<file path="src/rtl/tsmp_pkg.sv">
// rtl/tsmp_pkg.sv - shared TSMP packet types, header layout and transmitter state encodings
package tsmp_pkg;

    localparam logic [7:0] TSMP_TYPE_READ      = 8'h00;
    localparam logic [7:0] TSMP_TYPE_WRITE     = 8'h01;
    localparam logic [7:0] TSMP_TYPE_READ_RESP = 8'h02;
    localparam logic [7:0] TSMP_TYPE_CONFIG    = 8'h03;
    localparam logic [7:0] TSMP_TYPE_NONE      = 8'hFF;

    localparam int HDR_LENGTH = 24;

    localparam logic [4:0] HDR_TAG_OFS  = 5'd0;
    localparam logic [4:0] HDR_TYPE_OFS = 5'd1;
    localparam logic [4:0] HDR_NUM_OFS  = 5'd18;
    localparam logic [4:0] HDR_ADDR_OFS = 5'd23;

    typedef enum logic [2:0] {
        ST_IDLE = 3'd0,
        ST_HDR  = 3'd1,
        ST_RD   = 3'd2,
        ST_CAP  = 3'd3,
        ST_PAY  = 3'd4
    } tx_state_t;

endpackage

</file>
<file path="src/rtl/hcp_tx_hdr_gen.sv">
// rtl/hcp_tx_hdr_gen.sv - combinational TSMP read-response header byte selector
module hcp_tx_hdr_gen
    import tsmp_pkg::*;
(
    input  logic [4:0] index,
    input  logic [7:0] tag,
    input  logic [5:0] num,
    input  logic [5:0] addr,
    output logic [8:0] hdr_byte
);

    // Bit 8 flags start-of-frame, so only the tag byte carries it.
    always_comb begin
        hdr_byte = '0;
        if (index == HDR_TAG_OFS) begin
            hdr_byte = {1'b1, tag};
        end else if (index == HDR_TYPE_OFS) begin
            hdr_byte = {1'b0, TSMP_TYPE_READ_RESP};
        end else if (index == HDR_NUM_OFS) begin
            hdr_byte = {3'b000, num};
        end else if (index == HDR_ADDR_OFS) begin
            hdr_byte = {3'b000, addr};
        end
    end

endmodule

</file>
<file path="src/rtl/hcp_tx.sv">
// rtl/hcp_tx.sv - TSMP read-response transmitter: header then register-file words on a 9-bit byte stream
module hcp_tx
    import tsmp_pkg::*;
#(
    parameter int DATA_WIDTH = 9,
    parameter int ADDR_WIDTH = 6
) (
    input  logic                  i_clk,
    input  logic                  i_rst,
    input  logic                  i_req,
    input  logic [7:0]            iv_tag,
    input  logic [ADDR_WIDTH-1:0] iv_addr,
    input  logic [ADDR_WIDTH-1:0] iv_num,
    output logic                  o_busy,
    output logic                  o_done,
    output logic                  o_rd_en,
    output logic [ADDR_WIDTH-1:0] ov_rd_addr,
    input  logic [31:0]           iv_rd_data,
    output logic [DATA_WIDTH-1:0] ov_data,
    output logic                  o_data_wr,
    input  logic                  i_tx_ready
);

    tx_state_t             state;
    tx_state_t             state_nxt;
    logic [4:0]            byte_cnt;
    logic [1:0]            pay_idx;
    logic [7:0]            tag_r;
    logic [ADDR_WIDTH-1:0] addr_r;
    logic [ADDR_WIDTH-1:0] num_r;
    logic [31:0]           word_r;
    logic                  done_r;
    logic [8:0]            hdr_byte;
    logic [7:0]            pay_byte;
    logic                  accept;
    logic                  hdr_last;
    logic                  pay_last;
    logic                  frame_end;

    hcp_tx_hdr_gen u_hdr_gen (
        .index    (byte_cnt),
        .tag      (tag_r),
        .num      (num_r),
        .addr     (addr_r),
        .hdr_byte (hdr_byte)
    );

    assign accept    = o_data_wr & i_tx_ready;
    assign hdr_last  = (state == ST_HDR) && (byte_cnt == 5'(HDR_LENGTH - 1));
    assign pay_last  = (state == ST_PAY) && (pay_idx == 2'd3);
    // num_r already counts down in CAP, so zero here means no words remain.
    assign frame_end = accept && (hdr_last || pay_last) && (num_r == '0);

    always_ff @(posedge i_clk or posedge i_rst) begin
        if (i_rst) begin
            state <= ST_IDLE;
        end else begin
            state <= state_nxt;
        end
    end

    always_comb begin
        state_nxt = state;
        case (state)
            ST_IDLE: if (i_req) state_nxt = ST_HDR;
            ST_HDR:  if (accept && hdr_last) state_nxt = (num_r == '0) ? ST_IDLE : ST_RD;
            ST_RD:   state_nxt = ST_CAP;
            ST_CAP:  state_nxt = ST_PAY;
            ST_PAY:  if (accept && pay_last) state_nxt = (num_r == '0) ? ST_IDLE : ST_RD;
            default: state_nxt = ST_IDLE;
        endcase
    end

    always_ff @(posedge i_clk or posedge i_rst) begin
        if (i_rst) begin
            byte_cnt <= '0;
            pay_idx  <= '0;
            tag_r    <= '0;
            addr_r   <= '0;
            num_r    <= '0;
            word_r   <= '0;
            done_r   <= 1'b0;
        end else begin
            done_r <= frame_end;
            case (state)
                ST_IDLE: begin
                    if (i_req) begin
                        tag_r    <= iv_tag;
                        addr_r   <= iv_addr;
                        num_r    <= iv_num;
                        byte_cnt <= '0;
                    end
                end
                ST_HDR: begin
                    if (accept) byte_cnt <= byte_cnt + 5'd1;
                end
                ST_CAP: begin
                    word_r  <= iv_rd_data;
                    addr_r  <= addr_r + 1'b1;
                    num_r   <= num_r - 1'b1;
                    pay_idx <= '0;
                end
                ST_PAY: begin
                    if (accept) pay_idx <= pay_idx + 2'd1;
                end
                default: ;
            endcase
        end
    end

    always_comb begin
        case (pay_idx)
            2'd0:    pay_byte = word_r[31:24];
            2'd1:    pay_byte = word_r[23:16];
            2'd2:    pay_byte = word_r[15:8];
            default: pay_byte = word_r[7:0];
        endcase
    end

    always_comb begin
        o_busy     = (state != ST_IDLE);
        o_rd_en    = (state == ST_RD);
        ov_rd_addr = addr_r;
        o_data_wr  = (state == ST_HDR) || (state == ST_PAY);
        o_done     = done_r;
        ov_data    = '0;
        if (state == ST_HDR) begin
            ov_data = DATA_WIDTH'(hdr_byte);
        end else if (state == ST_PAY) begin
            ov_data = DATA_WIDTH'({1'b0, pay_byte});
        end
    end

endmodule

</file>
<file path="config.mk">
export PLATFORM = sky130hd
export DESIGN_NAME = hcp_tx
export DESIGN_NICKNAME = d
export VERILOG_FILES = /design/src/rtl/tsmp_pkg.sv /design/src/rtl/hcp_tx_hdr_gen.sv /design/src/rtl/hcp_tx.sv
export SDC_FILE = /design/constraint.sdc
export NUM_CORES = 1
export LEC_CHECK = 0
export CORE_ASPECT_RATIO = 0.7
export CORE_UTILIZATION = 30
export CTS_CLUSTER_SIZE = 40
export DETAILED_ROUTE_END_ITERATION = 7
export PLACE_DENSITY = 0.6
export SYNTH_ARGS = -nofsm -noshare
export SYNTH_HDL_FRONTEND = slang
export SYNTH_HIERARCHICAL = 1
export SYNTH_SLANG_ARGS = --single-unit
</file>
<file path="constraint.sdc">
create_clock -name i_clk -period 4.25 [get_ports i_clk]
set_clock_uncertainty 0.15 [all_clocks]
set_input_delay 0.85 -clock i_clk [delete_from_list [all_inputs] [get_ports i_clk]]
set_output_delay 0.85 -clock i_clk [all_outputs]
set_load 0.05 [all_outputs]
</file>
* Word level (Yosys, flattened, before mapping)
Cells that the tools add are included.
** Operators by class
- Reduce and logical (&&, ||, !) cells :: 21
- Eq/ne operators :: 15
- Add/sub/neg operators :: 4
- Bitwise gates (word level) :: 1
- Multiplexer cells :: 21
** Operators by type and width (count)
- $mux W9 :: 4
- $pmux W6 S2 :: 2
- $pmux W8 S3 :: 1
- $mux W6 :: 3
- $pmux W3 S5 :: 1
- $eq A5 B5 Y1 const B :: 2
- $mux W5 :: 2
- $pmux W5 S2 :: 1
- $mux W3 :: 3
- $mux W8 :: 1
- $ne A2 B2 Y1 const B :: 4
- $add A6 B1 Y6 const B :: 1
- $eq A3 B2 Y1 const B :: 2
- $logic_and A1 B1 Y1 :: 6
- $logic_not A6 Y1 :: 1
- $reduce_and A2 Y1 :: 3
- $reduce_and A3 Y1 :: 2
- $reduce_bool A2 Y1 :: 3
- $sub A6 B1 Y6 const B :: 1
- $add A5 B1 Y5 const B :: 1
- $eq A5 B1 Y1 const B :: 1
- $logic_not A5 Y1 :: 1
- $eq A2 B2 Y1 const B :: 2
- $mux W2 :: 2
- 11 further kinds :: 12
** Word-level totals
- Bits of input ports :: 56
- Flip-flop bits (word level) :: 63
- Logic and storage cells :: 70

* Logic depth before layout (Yosys ltp)
- Depth after elaboration :: 6
- Gate-level depth with buffers :: 7

* Cells and area by module
Netlist, hierarchy kept.
** By module, submodules not included
- hcp_tx :: sequential area each 1576.5 um^2, area an instance 3084.2 um^2, times used 1, cells an instance 352
- hcp_tx_hdr_gen :: sequential area each 0.0 um^2, area an instance 155.1 um^2, times used 1, cells an instance 21

* Worst setup path before layout
No wires, ideal clock.
- Path type :: reg2out
- Start :: reg pay_idx[0]
- End :: out ov_data[1]
- Data required time :: 3250 ps
- Path slack :: 1019 ps
- Buffers on the path :: 2
- Arrival :: 2231 ps
- Cell stages (with the launch flop) :: 6
- Path through :: dfrtp_1 ha_1 clkbuf_1 clkbuf_1 a21oi_1 o21ai_0
** On the way
- Longest elaborated chain between the ends :: 4
** RTL lines
- start, declared :: line hcp_tx.sv:27 : logic [1:0] pay_idx;
- start signal, assigned :: line hcp_tx.sv:104 : if (accept) pay_idx <= pay_idx + 2'd1;
- $eq A2 B2 Y1 (tied with other cells) :: line hcp_tx.sv:112 : case (pay_idx)
- $pmux W8 S3 * :: line hcp_tx.sv:112
- $mux W8 * :: line hcp_tx.sv:129 : end else if (state == ST_PAY) begin
- $mux W9 * :: line hcp_tx.sv:127 : if (state == ST_HDR) begin
- end, declared :: line hcp_tx.sv:19 : output logic [DATA_WIDTH-1:0] ov_data,
Mark *: on every way between the ends. The rest lies on a longest branch, timed or not.

* Worst setup path after layout
- Start :: reg byte_cnt[2]
- End :: out ov_data[6]
** On the way
- Longest elaborated chain between the ends :: 4
** RTL lines
- start, declared :: line hcp_tx.sv:26 : logic [4:0] byte_cnt;
- start signal, assigned :: line hcp_tx.sv:95 : if (accept) byte_cnt <= byte_cnt + 5'd1;
- $eq A5 B1 Y1 :: line hcp_tx_hdr_gen.sv:17 : end else if (index == HDR_TYPE_OFS) begin
- $mux W9 :: line hcp_tx_hdr_gen.sv:17
- $mux W9 * :: line hcp_tx_hdr_gen.sv:15 : if (index == HDR_TAG_OFS) begin
- net hdr_byte[6] :: line hcp_tx.sv:33 : logic [8:0] hdr_byte;
- $mux W9 * :: line hcp_tx.sv:127
Mark *: on every way through the listed nets, which the timed path passes. The rest lies on a longest branch.

==> qor.yml <==
sta:
  max_clock_freq_mhz: 272
  normalized_max_slew_margin_pct: 37.2
  slew_at_the_pin_closest_to_its_max_slew_limit_ns: 0.941
  setup-tns-final_ns: 0
  finalCriticalPeriod_ns: 3.67
  setup-violations-final: 0
  rsz0062_at_grt: "false"
  fin_crit_sh_pct: 86.3
  count_of_final_max_slew_check_failures: 0
  finalHoldViolCount: 0
floorplan:
  fp.dieW_um: 126
  die-height_um: 88.9
  rows: 31
  start_util_pct: 31.0
  floorplan.die_area_um2: 11200
  ioPinCount: 75
  floorplan.core_area_um2: 10400
setup_path:
  required_time_of_the_critical_path_ns: 3.25
  crit-reg2reg-launch: "state[0]$_DFFE_PP0P_"
  timing.critical_path.from: "byte_cnt[2]$_DFFE_PP0P_"
  critical_path_class: "flip-flop to output pin"
  worstSetupEndpointType: "output pin"
  worstSetupStartpointType: "flip-flop"
  critical_path_arrival_ns: 2.67
  timing.critical_path.fanout_max: 8
routing:
  wl_per_cell_um: 15.0
  post_drt_via_cell_ratio: 4.99
  drc: 0
  drt_initial_violations: 198
  drt_wl_total_mm: 8.66
  vias: 2882
  ant_nets: 0
  drt_pre_antenna_iters: 5
place:
  area_of_placed_instances_um2: 4060
  place.detailed.hpwl_mm: 6.24
  placement.io_buffers: 74
  place.gp.congestion: 0.829
yosys:
  yosys.area.top_type: "sky130_fd_sc_hd__dfrtp_1"
  yosys_most_used_dff: "sky130_fd_sc_hd__dfrtp_1"
  ffs_w_async_s_r_synth_pct: 100
  postSynthNetCount: 438
  synth.top_cells.by_count: "sky130_fd_sc_hd__nand2_1, sky130_fd_sc_hd__dfrtp_1, sky130_fd_sc_hd__nor2_1"
  synth-seq-area-share_pct: 48.7
  syn_area_um2: 3240
  yosys.cell_count.top_type: "sky130_fd_sc_hd__nand2_1"
  ys.warnings.count: 6
  synth_largest_type_area_fraction_pct: 48.7
  ys_seq_elements: 63
  netlist_top_cells_area: "sky130_fd_sc_hd__dfrtp_1, sky130_fd_sc_hd__nand2_1, sky130_fd_sc_hd__ha_1, sky130_fd_sc_hd__nor2_1, sky130_fd_sc_hd__a222oi_1"
  synth.distinct_cells: 45
  postSynthAreaPerCell_um2: 8.68
  synth-edff-count: 0
  postSynthCellCount: 373
global_route:
  grt_start_max_net_pins: 45
  grt_pass1_wl_mm: 14.2
  globalRouteTotalUtil_pct: 16.7
  grt_antenna_before_repair: 0
  first_global_vias: 2776
  grt_overflow: 0
clock_tree:
  cts_resized: 0
  clock_sink_count: 63
  cts_tree: "yes"
  numCtsBuffers: 9
  worstSkewPairLatency_ns: 0.33
  clock_tree.root_cell: "sky130_fd_sc_hd__clkbuf_16"
  cts_setup_buffers: 0
  ctsHtreeMaxLevel: 3
  clock_tree.buffer_depth: 2
  cts-hold-fix-buffers: 0
  worst_setup_hold_path_clk_slew_ns: 0.06
power_and_ir_drop:
  power-per-cell-area_nw_per_um2: 644
  power.static_leakage_uw: 0.00188
  ir_worst_vdd_mv: 0.233
final_layout:
  fin_nets: 505
  layout-area-overhead-vs-synth_pct: 36.9
  fin_area_um2: 4430
  post_route_cells_drive_above_1_share_pct: 6.29
  antenna-diode-count: 0
run_status:
  run_status: "completed"
run:
  cap_violations: 0
hold_path:
  min_path_type: "flip-flop to flip-flop"
  worstHoldStart: "tag_r[7]$_DFFE_PP0P_"
[power breakdown]
part / switching [uW] / leakage, uW / internal [uW] / total, uW
sequential: 175 / 0.000658 / 733 / 908
combinational: 627 / 0.00105 / 414 / 1040
clock: 272 / 0.000176 / 634 / 905
total: 1070 / 0.00188 / 1780 / 2850
[through the flow]
stage | worst slack [ns] | hold WS [ns] | utilization, % | std cells | total power (uW)
after floorplan | 1.02 | 0.287 | - | 373 | 1600
after global placement | 0.947 | 0.311 | 38.9 | 561 | 1940
after detailed placement | 0.925 | 0.310 | 38.9 | 561 | 1960
after CTS | 0.559 | 0.326 | 42.5 | 577 | 2880
after global routing | 0.401 | 0.349 | 42.5 | 577 | 3010
final | 0.580 | 0.316 | 42.5 | 577 | 2850
[cell families after synthesis]
group / synth area share (%)
AND/OR/NAND/NOR: 29.2
flip-flops: 48.7
AO/OA/AOI/OAI: 13.7
buffers and inverters: 4.13
adder cells (fa/ha/maj): 3.48
XOR/XNOR: 0.811
[state kept, by name (all words and copies together), names as in the netlist]
name        cells
pay_idx         2
byte_cnt        5
tag_r           8
ov_rd_addr      6
word_r         32
o_done          1
state           3
num_r           6
[metal layers]
metal	GRT usage, %	vias to the layer above	wire [um]
met5	0	-	0
met1	23.6	1376	4250
met2	24.4	93	3820
li1	-	1405	-
met4	7.78	0	124
met3	3.83	8	459
[critical path, cell delays in order, from the launching register on]
cell and delay [ns]:
sky130_fd_sc_hd__dfrtp_1 0.44, sky130_fd_sc_hd__or4_4 0.56, sky130_fd_sc_hd__nor2_4 0.18, sky130_fd_sc_hd__and2_1 0.15
sky130_fd_sc_hd__nand2_1 0.04, sky130_fd_sc_hd__o21ai_0 0.10, sky130_fd_sc_hd__clkdlybuf4s50_1 0.85
[layout by cell type (no fill, tap or decap), types with 4 or more instances in the layout]
cell type	count
sky130_fd_sc_hd__a211oi_1	4
sky130_fd_sc_hd__a21oi_1	11
sky130_fd_sc_hd__a222oi_1	8
sky130_fd_sc_hd__a22oi_1	8
sky130_fd_sc_hd__and2_1	6
sky130_fd_sc_hd__buf_4	4
sky130_fd_sc_hd__bufinv_16	4
sky130_fd_sc_hd__clkbuf_16	9
sky130_fd_sc_hd__clkdlybuf4s50_1	74
sky130_fd_sc_hd__dfrtp_1	63
sky130_fd_sc_hd__ha_1	9
sky130_fd_sc_hd__inv_1	5
sky130_fd_sc_hd__nand2_1	145
sky130_fd_sc_hd__nand3_1	7
sky130_fd_sc_hd__nor2_1	23
sky130_fd_sc_hd__nor3_1	4
sky130_fd_sc_hd__nor3b_1	4
sky130_fd_sc_hd__o21ai_0	7
sky130_fd_sc_hd__o21ai_1	6
sky130_fd_sc_hd__o2bb2ai_1	5
[final timing paths]
kind | cells after the start | to | slack [ns]
setup / recovery | 6 | ov_data[6] | 0.58
hold / removal | 2 | tag_r[7]$_DFFE_PP0P_ | 0.32
setup reg to reg | 4 | ov_rd_addr[5]$_DFFE_PP0P_ | 2.17
hold reg to reg | 2 | tag_r[7]$_DFFE_PP0P_ | 0.32
max in group asynchronous | 3 | word_r[29]$_DFFE_PP0N_ | 2.22
min in group asynchronous | 2 | o_done$_DFF_PP0_ | 0.90
[cell type report]
type | count | area (um2)
multi-input combinational | 282 | 1530
timing repair buffer | 78 | 771
inverter | 6 | 22.5
clock inverter | 7 | 145
fill | 1026 | 6000
tap | 132 | 165
sequential | 63 | 1580
clock buffer | 9 | 225
(Power assumes the default switching activity.)
